$ cat src/rtl/pry2oht_pkg.sv
// Shared definitions for the round-robin arbiter slice.
//   DIR_LSB / DIR_MSB : priority direction selectors for pry2oht_tree
//   arb_state_e       : arbiter state (idle / busy)
//   oht2bin           : one-hot vector to binary index
//   msk_above         : one-hot vector to mask of all strictly higher bits
package pry2oht_pkg;

  localparam string DIR_LSB = "LSB";
  localparam string DIR_MSB = "MSB";

  // Widest vector the helper functions accept; callers cast to their width.
  localparam int unsigned MAX_W = 64;

  typedef enum logic {
    ST_IDLE = 1'b0,
    ST_BUSY = 1'b1
  } arb_state_e;

  function automatic int unsigned oht2bin(input logic [MAX_W-1:0] oht);
    int unsigned b;
    b = 0;
    for (int unsigned i = 0; i < MAX_W; i++) begin
      if (oht[i]) b |= i;
    end
    return b;
  endfunction

  // Bits at and below the set bit are (oht | (oht-1)); the rest lie above.
  function automatic logic [MAX_W-1:0] msk_above(input logic [MAX_W-1:0] oht);
    return ~(oht | (oht - MAX_W'(1)));
  endfunction

endpackage

$ cat src/rtl/pry2oht_rrarb_if.sv
// Request/grant bundle between requesters and the round-robin arbiter.
//   req : request vector, held high by each requester until released
//   rls : release strobe from the current owner
//   grt : one-hot grant
//   idx : binary index of grt
//   vld : grant active
// master = requester side, slave = arbiter side.
interface pry2oht_rrarb_if #(
  parameter int unsigned WIDTH = 16
);
  localparam int unsigned WIDTH_LOG = $clog2(WIDTH);

  logic [WIDTH-1:0]     req;
  logic                 rls;
  logic [WIDTH-1:0]     grt;
  logic [WIDTH_LOG-1:0] idx;
  logic                 vld;

  modport master (output req, rls, input grt, idx, vld);
  modport slave  (input req, rls, output grt, idx, vld);
endinterface

$ cat src/rtl/pry2oht_tree.sv
// Priority-to-one-hot converter built as a two-level tree: groups of SPLIT
// bits are first reduced, the winning group is chosen, then the winning bit
// inside that group. DIRECTION selects LSB-first or MSB-first priority.
//   din : candidate vector
//   oht : one-hot of the highest-priority set bit (zero when din is zero)
module pry2oht_tree
  import pry2oht_pkg::*;
#(
  parameter int unsigned WIDTH     = 16,
  parameter int unsigned SPLIT     = 4,
  parameter string       DIRECTION = DIR_LSB
) (
  input  logic [WIDTH-1:0] din,
  output logic [WIDTH-1:0] oht
);

  localparam int unsigned NG = (WIDTH + SPLIT - 1) / SPLIT;
  localparam int unsigned PW = NG * SPLIT;

  logic [WIDTH-1:0] vin;
  logic [WIDTH-1:0] vout;
  logic [PW-1:0]    pin;
  logic [PW-1:0]    pout;
  logic [NG-1:0]    gany;
  logic [NG-1:0]    gsel;

  // MSB-first is the LSB-first core with both vectors bit-reversed.
  if (DIRECTION == DIR_MSB) begin : g_msb
    always_comb begin
      vin = '0;
      oht = '0;
      for (int unsigned i = 0; i < WIDTH; i++) begin
        vin[i] = din[WIDTH-1-i];
        oht[i] = vout[WIDTH-1-i];
      end
    end
  end else begin : g_lsb
    assign vin = din;
    assign oht = vout;
  end

  // The running "found/seen" terms gate off every lower-priority bit, so an
  // unknown value above the winner cannot leak into the result.
  always_comb begin
    logic found;
    logic seen;
    pin   = PW'(vin);
    gany  = '0;
    gsel  = '0;
    pout  = '0;
    found = 1'b0;
    for (int unsigned g = 0; g < NG; g++) begin
      gany[g] = |pin[g*SPLIT +: SPLIT];
    end
    for (int unsigned g = 0; g < NG; g++) begin
      gsel[g] = gany[g] & ~found;
      found   = found | gany[g];
    end
    for (int unsigned g = 0; g < NG; g++) begin
      seen = 1'b0;
      for (int unsigned b = 0; b < SPLIT; b++) begin
        pout[g*SPLIT+b] = gsel[g] & pin[g*SPLIT+b] & ~seen;
        seen            = seen | pin[g*SPLIT+b];
      end
    end
    vout = pout[WIDTH-1:0];
  end

endmodule

$ cat src/rtl/pry2oht_rrarb.sv
// Round-robin arbiter sharing one resource among WIDTH requesters. The grant
// is registered, held until the owner releases (rls or request drop), and
// forcibly handed over after MAX_HOLD cycles when others are waiting
// (MAX_HOLD=0 disables the limit). Handover happens in the release edge.
//   clk   : clock, rising edge
//   rst_n : asynchronous active-low reset
//   bus   : slave side of pry2oht_rrarb_if (req, rls in; grt, idx, vld out)
module pry2oht_rrarb
  import pry2oht_pkg::*;
#(
  parameter int unsigned WIDTH    = 16,
  parameter int unsigned SPLIT    = 4,
  parameter int unsigned MAX_HOLD = 8
) (
  input  logic              clk,
  input  logic              rst_n,
  pry2oht_rrarb_if.slave    bus
);

  localparam int unsigned WIDTH_LOG = $clog2(WIDTH);
  localparam int unsigned CNT_W     = ($clog2(MAX_HOLD + 1) > 1) ? $clog2(MAX_HOLD + 1) : 1;
  localparam logic [CNT_W-1:0] CNT_SAT = (MAX_HOLD == 0) ? '0 : CNT_W'(MAX_HOLD - 1);

  arb_state_e           state_q, state_d;
  logic [WIDTH-1:0]     grt_q, grt_d;
  logic [WIDTH_LOG-1:0] idx_q, idx_d;
  logic [WIDTH-1:0]     msk_q, msk_d;
  logic [CNT_W-1:0]     cnt_q, cnt_d;

  logic [WIDTH-1:0]     cnd;
  logic [WIDTH-1:0]     pick_m;
  logic [WIDTH-1:0]     pick_u;
  logic [WIDTH-1:0]     pick;
  logic                 timeout;
  logic                 rel;

  assign cnd  = (state_q == ST_BUSY) ? (bus.req & ~grt_q) : bus.req;
  assign pick = (|pick_m) ? pick_m : pick_u;

  pry2oht_tree #(.WIDTH(WIDTH), .SPLIT(SPLIT), .DIRECTION(DIR_LSB)) u_tree_msk (
    .din (cnd & msk_q),
    .oht (pick_m)
  );

  pry2oht_tree #(.WIDTH(WIDTH), .SPLIT(SPLIT), .DIRECTION(DIR_LSB)) u_tree_all (
    .din (cnd),
    .oht (pick_u)
  );

  assign timeout = (MAX_HOLD != 0) && (cnt_q == CNT_SAT) && (|cnd);
  assign rel     = bus.rls || !bus.req[idx_q] || timeout;

  always_comb begin
    state_d = state_q;
    grt_d   = grt_q;
    idx_d   = idx_q;
    msk_d   = msk_q;
    cnt_d   = cnt_q;
    // A new grant and a plain release share the same load path: whenever a
    // grant decision is taken and candidates exist, the pick is loaded.
    if ((state_q == ST_IDLE) || rel) begin
      if (|cnd) begin
        state_d = ST_BUSY;
        grt_d   = pick;
        idx_d   = WIDTH_LOG'(oht2bin(MAX_W'(pick)));
        msk_d   = WIDTH'(msk_above(MAX_W'(pick)));
        cnt_d   = '0;
      end else begin
        state_d = ST_IDLE;
        grt_d   = '0;
      end
    end else if (cnt_q != CNT_SAT) begin
      cnt_d = cnt_q + CNT_W'(1);
    end
  end

  always_ff @(posedge clk or negedge rst_n) begin
    if (!rst_n) begin
      state_q <= ST_IDLE;
      grt_q   <= '0;
      idx_q   <= '0;
      msk_q   <= '1;
      cnt_q   <= '0;
    end else begin
      state_q <= state_d;
      grt_q   <= grt_d;
      idx_q   <= idx_d;
      msk_q   <= msk_d;
      cnt_q   <= cnt_d;
    end
  end

  assign bus.grt = grt_q;
  assign bus.idx = idx_q;
  assign bus.vld = (state_q == ST_BUSY);

endmodule

$ cat src/flat_wrapper.sv
// flat-port wrapper written by rule: the top's interface ports become plain ports
module pry2oht_rrarb_flat import pry2oht_pkg::*;
#(
  parameter int unsigned WIDTH    = 16,
  parameter int unsigned SPLIT    = 4,
  parameter int unsigned MAX_HOLD = 8
)
  (clk, rst_n, bus_req, bus_rls, bus_grt, bus_idx, bus_vld);
  pry2oht_rrarb_if #(.WIDTH(WIDTH)) bus_i ();
  input  logic clk;
  input  logic rst_n;
  input wire logic [$bits(bus_i.req)-1:0] bus_req;
  input wire logic [$bits(bus_i.rls)-1:0] bus_rls;
  output wire logic [$bits(bus_i.grt)-1:0] bus_grt;
  output wire logic [$bits(bus_i.idx)-1:0] bus_idx;
  output wire logic [$bits(bus_i.vld)-1:0] bus_vld;
  assign bus_i.req = bus_req;
  assign bus_i.rls = bus_rls;
  assign bus_grt = bus_i.grt;
  assign bus_idx = bus_i.idx;
  assign bus_vld = bus_i.vld;
  pry2oht_rrarb #(.WIDTH(WIDTH), .SPLIT(SPLIT), .MAX_HOLD(MAX_HOLD)) u_core (.clk(clk), .rst_n(rst_n), .bus(bus_i));
endmodule
$ cat config.mk
export PLATFORM = sky130hd
export DESIGN_NAME = pry2oht_rrarb_flat
export DESIGN_NICKNAME = d
export VERILOG_FILES = /design/src/rtl/pry2oht_pkg.sv /design/src/rtl/pry2oht_rrarb_if.sv /design/src/rtl/pry2oht_tree.sv /design/src/rtl/pry2oht_rrarb.sv /design/src/flat_wrapper.sv
export SDC_FILE = /design/constraint.sdc
export NUM_CORES = 1
export LEC_CHECK = 0
export ABC_AREA = 1
export CAP_MARGIN = 20
export CORE_MARGIN = 3
export CORE_UTILIZATION = 35
export CTS_CLUSTER_SIZE = 12
export DETAILED_ROUTE_END_ITERATION = 8
export SYNTH_ARGS = -nofsm -noshare
export SYNTH_HDL_FRONTEND = slang
export SYNTH_SLANG_ARGS = --single-unit
$ cat constraint.sdc
create_clock -name clk -period 2 [get_ports clk]
set_input_delay 0.4 -clock clk [delete_from_list [all_inputs] [get_ports clk]]
set_output_delay 0.4 -clock clk [all_outputs]
set_load 0.02 [all_outputs]
==> results by group, run 1 <==
Outcome
  • Status: complete, but fails checks
  • Failing checks: setup timing

STA
  • RSZ-0062 raised after global routing: yes
  • Fmax: roughly 460 MHz
  • Rel. slew slack: 0.634
  • Final Cycle Share: 1.08
  • Fin. Hold Viols: 0
  • Worst slew pin tran: ~550 ps
  • Pins over their slew limit: 0
  • Setup violations, final: 32
  • Final worst slack: -164 ps
  • Setup TNS: -1860 ps
  • Fin crit period: 2160 ps
  • Clk_skew: 12.9 ps

Detailed routing
  • ANT nets after route: 0
  • Via density: a little over 5
  • Drt first-iter violations: around 210
  • Vias: about 3500
  • Total Routed Length: about 11 mm
  • Pre-Repair DR Iteration Count: 5
  • Wirelength per Cell: ~16 µm
  • DR DRC count: 0

Setup path
  • WP data arrival: roughly 2400 ps
  • Worst Path Required: roughly 2200 ps
  • Crit Path Class: reg -> reg
  • R2R Path Start: u_core.bus.vld$_DFFE_PN0N_
  • Max incr delay on CP: 460 ps
  • Startpoint types: flop
  • Worst reg-to-reg setup slack: -160 ps
  • CP max FO: 7
  • Worst setup EP type: flop
  • Slowest CP cell: dfrtp_2
  • Path depth of the worst reg2reg path: 13
  • Crit-path cells: buf_8 -> nand2_2 -> nand3_2 -> buf_4 -> nand4_1 -> buf_4 -> nor3_4 -> buf_6 -> o21ai_2 -> nand2_4 -> nor2_4 -> nand2_2 -> a21oi_2
  • RR Endpoint: u_core.bus.idx[3]$_DFFE_PN0P_

Logic synthesis
  • Post-synthesis sequential area ratio: 0.361
  • Synth top area share: 0.216
  • Synth cell types: 35
  • Syn_area_per_cell: between 6 and 7 µm²
  • Top cells by area, synth: dfrtp_1, nand2_1, dfstp_2
  • Synthesis Warnings: 0
  • Seq cells post-synth: 41
  • Cell taking the most area after synthesis: dfrtp_1
  • Synthesized Nets: approximately 460
  • Post-Synthesis Cells: about 440
  • Syn Std Cell Area: between 2000 and 3000 µm²

Global routing
  • Initial antenna violation count: 0
  • First-pass GRT wire length: about 17 mm
  • GRT overflow: 0
  • M2 GR Usage: 0.369
  • Largest net degree at the start of global routing: 42
  • Met1 Use GR: 0.311
  • Vias in the first global route: around 3400
  • Met3 usage: 0.0317
  • GRT Resource Usage Total: 0.227
  • Busiest grt layer: met2

Clocking
  • H-Tree Depth: 2
  • Clk buf depth: 2
  • CTS tree: yes
  • Clock Latency Late Sink: ~310 ps
  • CTS clk-pin slew, worst paths: ~90 ps
  • CTS Sinks: 41
  • TritonCTS Buffers: 5
  • Buffer type at the clock tree root: clkbuf_8

Floorplanning
  • Row count: 32
  • Core region area: between 7000 and 8000 µm²
  • Initial core utilization: 0.367
  • Die area: 9400 µm²
  • IO Pins: 40
  • Die Y: slightly below 100 µm
  • Die width: roughly 97 µm

Final layout
  • Commonest non-fill, non-tap cell in the layout: nand2_1
  • Synth-to-layout area growth: 71.2%
  • Storage element area: about 1000 µm²
  • Fillers: just over 700
  • Antenna cells: 0
  • Area of the multi-input gates: a little over 2000 µm²
  • Nets: between 600 and 700
  • Most frequent cells in the layout: nand2_1, buf_4, nor2_1
  • Share of cells above drive strength 1: 0.453

Power and ir drop
  • VDD IR-drop max: a little under 900 µV
  • P per Cell Area: 1410 nW/µm²
  • Total chip power: 0.00698 W
  • Leakage Power: about 2.4 nW

Placement
  • DP HPWL: ~7.5 mm
  • Worst slack, placed: -559 ps
  • Placer Congestion: around 0.99
  • IO buf count: 39

Worst hold path
  • Hold Path Class: in -> async

Flow run
  • Number of max-cap violations: 0
==> routing by layer <==
metal	part of all wire	vias to the layer above
li1	-	1698
met1	0.44	1662
met2	0.48	135
met3	0.053	28
met4	0.028	0
met5	0	-
==> timing repair <==
| action | in CTS | in global routing |
|---|---|---|
| gates resized for setup | 75 | 80 |
| cloned | 2 | 0 |
| hold endpoints to repair | 0 | 0 |
| setup buffers | 18 | 13 |
| hold buffers | 0 | 0 |
| setup endpoints to repair | 41 | 41 |
| pin swaps | 28 | 41 |
==> stage by stage <==
step	hold WS (ps)	utilization	area, µm²	instances
after floorplan	104	-	2900	439
after global placement	456	0.516	4070	658
after detailed placement	460	0.516	4070	658
after CTS	179	0.586	4620	686
after global routing	206	0.628	4960	698
final	152	0.628	4960	698
==> sequential cells by signal (all words and copies together), names as in the netlist <==
register        count
u_core.bus.grt     16
u_core.bus.vld      1
u_core.msk_q       16
u_core.cnt_q        4
u_core.bus.idx      4
==> worst max path at each step <==
stage	from	endpoint	slack, ps	depth (start not counted)
2_1_floorplan	u_core.bus.vld$_DFFE_PN0N_	u_core.bus.idx[3]$_DFFE_PN0P_	20	14
3_3_place_gp	bus_req[12]	u_core.msk_q[8]$_DFFE_PN1P_	-580	12
3_5_place_dp	bus_req[12]	u_core.msk_q[8]$_DFFE_PN1P_	-560	12
4_1_cts	u_core.bus.vld$_DFFE_PN0N_	u_core.msk_q[14]$_DFFE_PN1P_	-110	15
5_1_grt	u_core.bus.vld$_DFFE_PN0N_	u_core.msk_q[14]$_DFFE_PN1P_	-260	16
6_report	u_core.bus.vld$_DFFE_PN0N_	u_core.bus.idx[3]$_DFFE_PN0P_	-160	13
==> layout make-up <==
class,count,area share
Sequential cell,41,0.212
Multi-Input combinational cell,345,0.414
Tap cell,102,0.0258
Timing Repair Buffer,158,0.293
Inverter,44,0.0358
Clock buffer,7,0.0194
Clock inverter,1,0.00101
==> Yosys cell counts <==
| library cell | count |
|---|---|
| nand3_2 | 2 |
| o21ai_1 | 13 |
| clkbuf_1 | 1 |
| buf_2 | 2 |
| dfrtp_1 | 25 |
| xor2_1 | 1 |
| nor3_2 | 1 |
| o21bai_2 | 3 |
| nand3_4 | 1 |
| buf_6 | 3 |
| o21bai_4 | 1 |
| nand4_1 | 13 |
| nand2b_1 | 1 |
| o21ai_0 | 20 |
| o22ai_1 | 1 |
| nor3_1 | 1 |
| xnor2_1 | 1 |
| inv_2 | 5 |
| nand4_4 | 1 |
| nor2_1 | 80 |
| nand2_4 | 1 |
| inv_1 | 39 |
| ha_1 | 1 |
| nor2_2 | 5 |
| a21oi_2 | 1 |
| nand2_1 | 149 |
| nand3_1 | 28 |
| o211ai_1 | 1 |
| o21bai_1 | 1 |
| nor3_4 | 1 |
| buf_4 | 3 |
| nor2_4 | 3 |
| dfstp_2 | 16 |
| nand2_2 | 10 |
| a21oi_1 | 4 |
==> cells by family (layout without fill, tap and decap cells) <==
kind of cell | Yosys count | count (layout) | share of synthesized area
compound gates | 45 | 45 | 0.0925
xor+xnor | 2 | 2 | 0.00605
fa+ha+maj | 1 | 1 | 0.00432
buf+inv | 53 | 210 | 0.0812
flops | 41 | 41 | 0.361
simple gates | 297 | 297 | 0.455
==> power breakdown <==
part / internal (W) / switching, W / leakage (nW)
Sequential: 0.00122 / 0.000290 / 0.496
Clock: 0.000313 / 0.000316 / 0.0542
Combinational: 0.00225 / 0.00259 / 1.88
Total: 0.00378 / 0.00319 / 2.43
==> worst max-delay path: cells and delay by family (launching register included) <==
| kind | cells | cell delay [ps] |
|---|---|---|
| buf+inv | 4 | 590 |
| flops | 1 | 460 |
| simple gates | 7 | 760 |
| compound gates | 2 | 290 |
(Power assumes the default switching activity.)
==> run 2, diff against run 1 <==
--- a/config.mk
+++ b/config.mk
@@ -11,6 +11,7 @@
 export CORE_UTILIZATION = 35
 export CTS_CLUSTER_SIZE = 12
 export DETAILED_ROUTE_END_ITERATION = 8
+export HOLD_SLACK_MARGIN = 0.15
 export SYNTH_ARGS = -nofsm -noshare
 export SYNTH_HDL_FRONTEND = slang
 export SYNTH_SLANG_ARGS = --single-unit
==> results of run 2 <==
Final layout, timing and power as in run 1 (identical DEF).
==> run 3, diff against run 2 <==
--- a/config.mk
+++ b/config.mk
@@ -15,3 +15,4 @@
 export SYNTH_ARGS = -nofsm -noshare
 export SYNTH_HDL_FRONTEND = slang
 export SYNTH_SLANG_ARGS = --single-unit
+export TNS_END_PERCENT = 5
==> run 3 against run 2 <==
Effect of this change:
- clock power about the same
- wire length shrank 5.2%
- setup slack gained 59 ps
- the flow still finishes with violations (setup timing)
- cell count is 1.0% lower
- worst hold slack gained 2.0 ps
- non-clock buffer count is 7 lower
- sequential power hardly changed
- sequential cell count stayed put
- clock skew about the same
- fmax up 2.8%
- critical path depth grew 2
==> results by group, run 3 (synthesis gave the netlist of run 1 again) <==
Outcome
  • Status: complete, but fails checks
  • Failing checks: setup timing

Final layout
  • Finished Cell Area: 4790 µm²
  • Commonest non-fill, non-tap cell in the layout: nand2_1
  • Most frequent cells in the layout: nand2_1, buf_4, nor2_1
  • Synth-to-layout area growth: 65.6%
  • Antenna cells: 0
  • Share of cells above drive strength 1: 0.423
  • Nets: 608

Clocking
  • CTS tree: yes
  • CTS clk-pin slew, worst paths: about 90 ps
  • Buffer type at the clock tree root: clkbuf_8
  • Clk buf depth: 2
  • Cts-stage hold buffer count: 0
  • H-Tree Depth: 2
  • Clock Latency Late Sink: about 300 ps
  • CTS Sinks: 41
  • TritonCTS Buffers: 5

Placement
  • IO buf count: 39
  • Post-DP Area: between 4000 and 5000 µm²
  • Worst slack, placed: -559 ps
  • Placer Congestion: approximately 0.99
  • DP HPWL: between 7 and 8 mm

STA
  • Final worst slack: -105 ps
  • Final Cycle Share: 1.05
  • Worst slew pin tran: roughly 550 ps
  • WHS: 154 ps
  • Setup violations, final: 32
  • Clk_skew: roughly 13 ps
  • Pins over their slew limit: 0
  • Setup TNS: -1640 ps
  • Fin crit period: between 2000 and 2500 ps
  • Rel. slew slack: 0.635
  • Fmax: 475 MHz
  • Fin. Hold Viols: 0
  • RSZ-0062 raised after global routing: yes

Setup path
  • Startpoint types: flop
  • Path depth of the worst reg2reg path: 15
  • RR Endpoint: u_core.bus.idx[2]$_DFFE_PN0P_
  • Worst setup EP type: flop
  • WP data arrival: 2340 ps
  • Worst Path Required: 2230 ps
  • CP max FO: 6
  • R2R Path Start: u_core.bus.vld$_DFFE_PN0N_
  • Worst reg-to-reg setup slack: -110 ps
  • Crit Path Class: reg -> reg

Power and ir drop
  • Leakage Power: roughly 2.4 nW
  • P per Cell Area: 1390 nW/µm²
  • VDD IR-drop max: about 910 µV

Detailed routing
  • DR DRC count: 0
  • Via density: 4.93
  • Total Routed Length: 10.3 mm
  • Pre-Repair DR Iteration Count: 5
  • Drt first-iter violations: around 220
  • Vias: about 3400
  • Wirelength per Cell: 14.9 µm
  • ANT nets after route: 0

Worst hold path
  • Hold Path Class: in -> async

Global routing
  • Vias in the first global route: 3361
  • Initial antenna violation count: 1
  • GRT Resource Usage Total: 0.220
  • GRT overflow: 0
  • First-pass GRT wire length: 16.8 mm
  • Largest net degree at the start of global routing: 42

Floorplanning
  • Die width: slightly below 100 µm
  • IO Pins: 40
  • Initial core utilization: 0.367
  • Core region area: 7890 µm²
  • Row count: 32
  • Die area: roughly 9400 µm²
  • Die Y: 97.0 µm

Flow run
  • Number of max-cap violations: 0
==> run 3: area by class of cell <==
cell class	instances	area, µm²
clock inverters	1	5.00
fillers	744	3090
well taps	102	128
inverters	44	175
flip-flops and latches	41	1050
clock buffers	7	96.3
repair buffers	151	1360
multi-input cells	345	1980
==> run 3: metrics by stage <==
| step | total power, W | util | instances |
|---|---|---|---|
| 2_1_floorplan | 0.00348 | - | 439 |
| 3_3_place_gp | 0.00515 | 0.516 | 658 |
| 3_5_place_dp | 0.00519 | 0.516 | 658 |
| 4_1_cts | 0.00630 | 0.571 | 683 |
| 5_1_grt | 0.00719 | 0.608 | 691 |
| 6_report | 0.00666 | 0.608 | 691 |
==> run 3: layer usage <==
| metal | track usage | share of wire | vias up |
|---|---|---|---|
| met5 | 0 | 0.0013 | - |
| li1 | - | - | 1697 |
| met1 | 0.301 | 0.46 | 1582 |
| met2 | 0.354 | 0.47 | 103 |
| met3 | 0.0389 | 0.048 | 22 |
| met4 | 0.0637 | 0.026 | 2 |
==> run 3: repair_timing <==
item,4_1_cts,5_1_grt
gates cloned,1,0
setup buffers,16,9
endpoints found under the setup margin,41,41
gates resized for setup,56,74
pin swaps,18,35
==> run 3: how the worst max path moves through the flow <==
stage	cells after the start	startpoint	end
4_1_cts	15	u_core.bus.vld$_DFFE_PN0N_	u_core.msk_q[14]$_DFFE_PN1P_
5_1_grt	15	u_core.bus.vld$_DFFE_PN0N_	u_core.bus.idx[2]$_DFFE_PN0P_
3_5_place_dp	12	bus_req[12]	u_core.msk_q[8]$_DFFE_PN1P_
6_report	15	u_core.bus.vld$_DFFE_PN0N_	u_core.bus.idx[2]$_DFFE_PN0P_
2_1_floorplan	14	u_core.bus.vld$_DFFE_PN0N_	u_core.bus.idx[3]$_DFFE_PN0P_
3_3_place_gp	12	bus_req[12]	u_core.msk_q[8]$_DFFE_PN1P_
==> run 3: worst max-delay path: stages (launching register included) <==
cell and delay [ps]:
dfrtp_2 440, buf_12 150, nand2_1 100, nand2_1 110
nand2_2 90, nor2_4 150, nand2_4 80, buf_4 140
nor2_4 90, nand3_1 70, nor2_1 130, nand2b_4 160
inv_1 60, nand2_2 70, nor2_1 60, a21oi_2 120
==> run 3: report_power, final <==
part	total (W)	switching [W]	internal, W
clock	0.000625	0.000313	0.000313
combinational	0.00453	0.00247	0.00206
sequential	0.00150	0.000284	0.00122
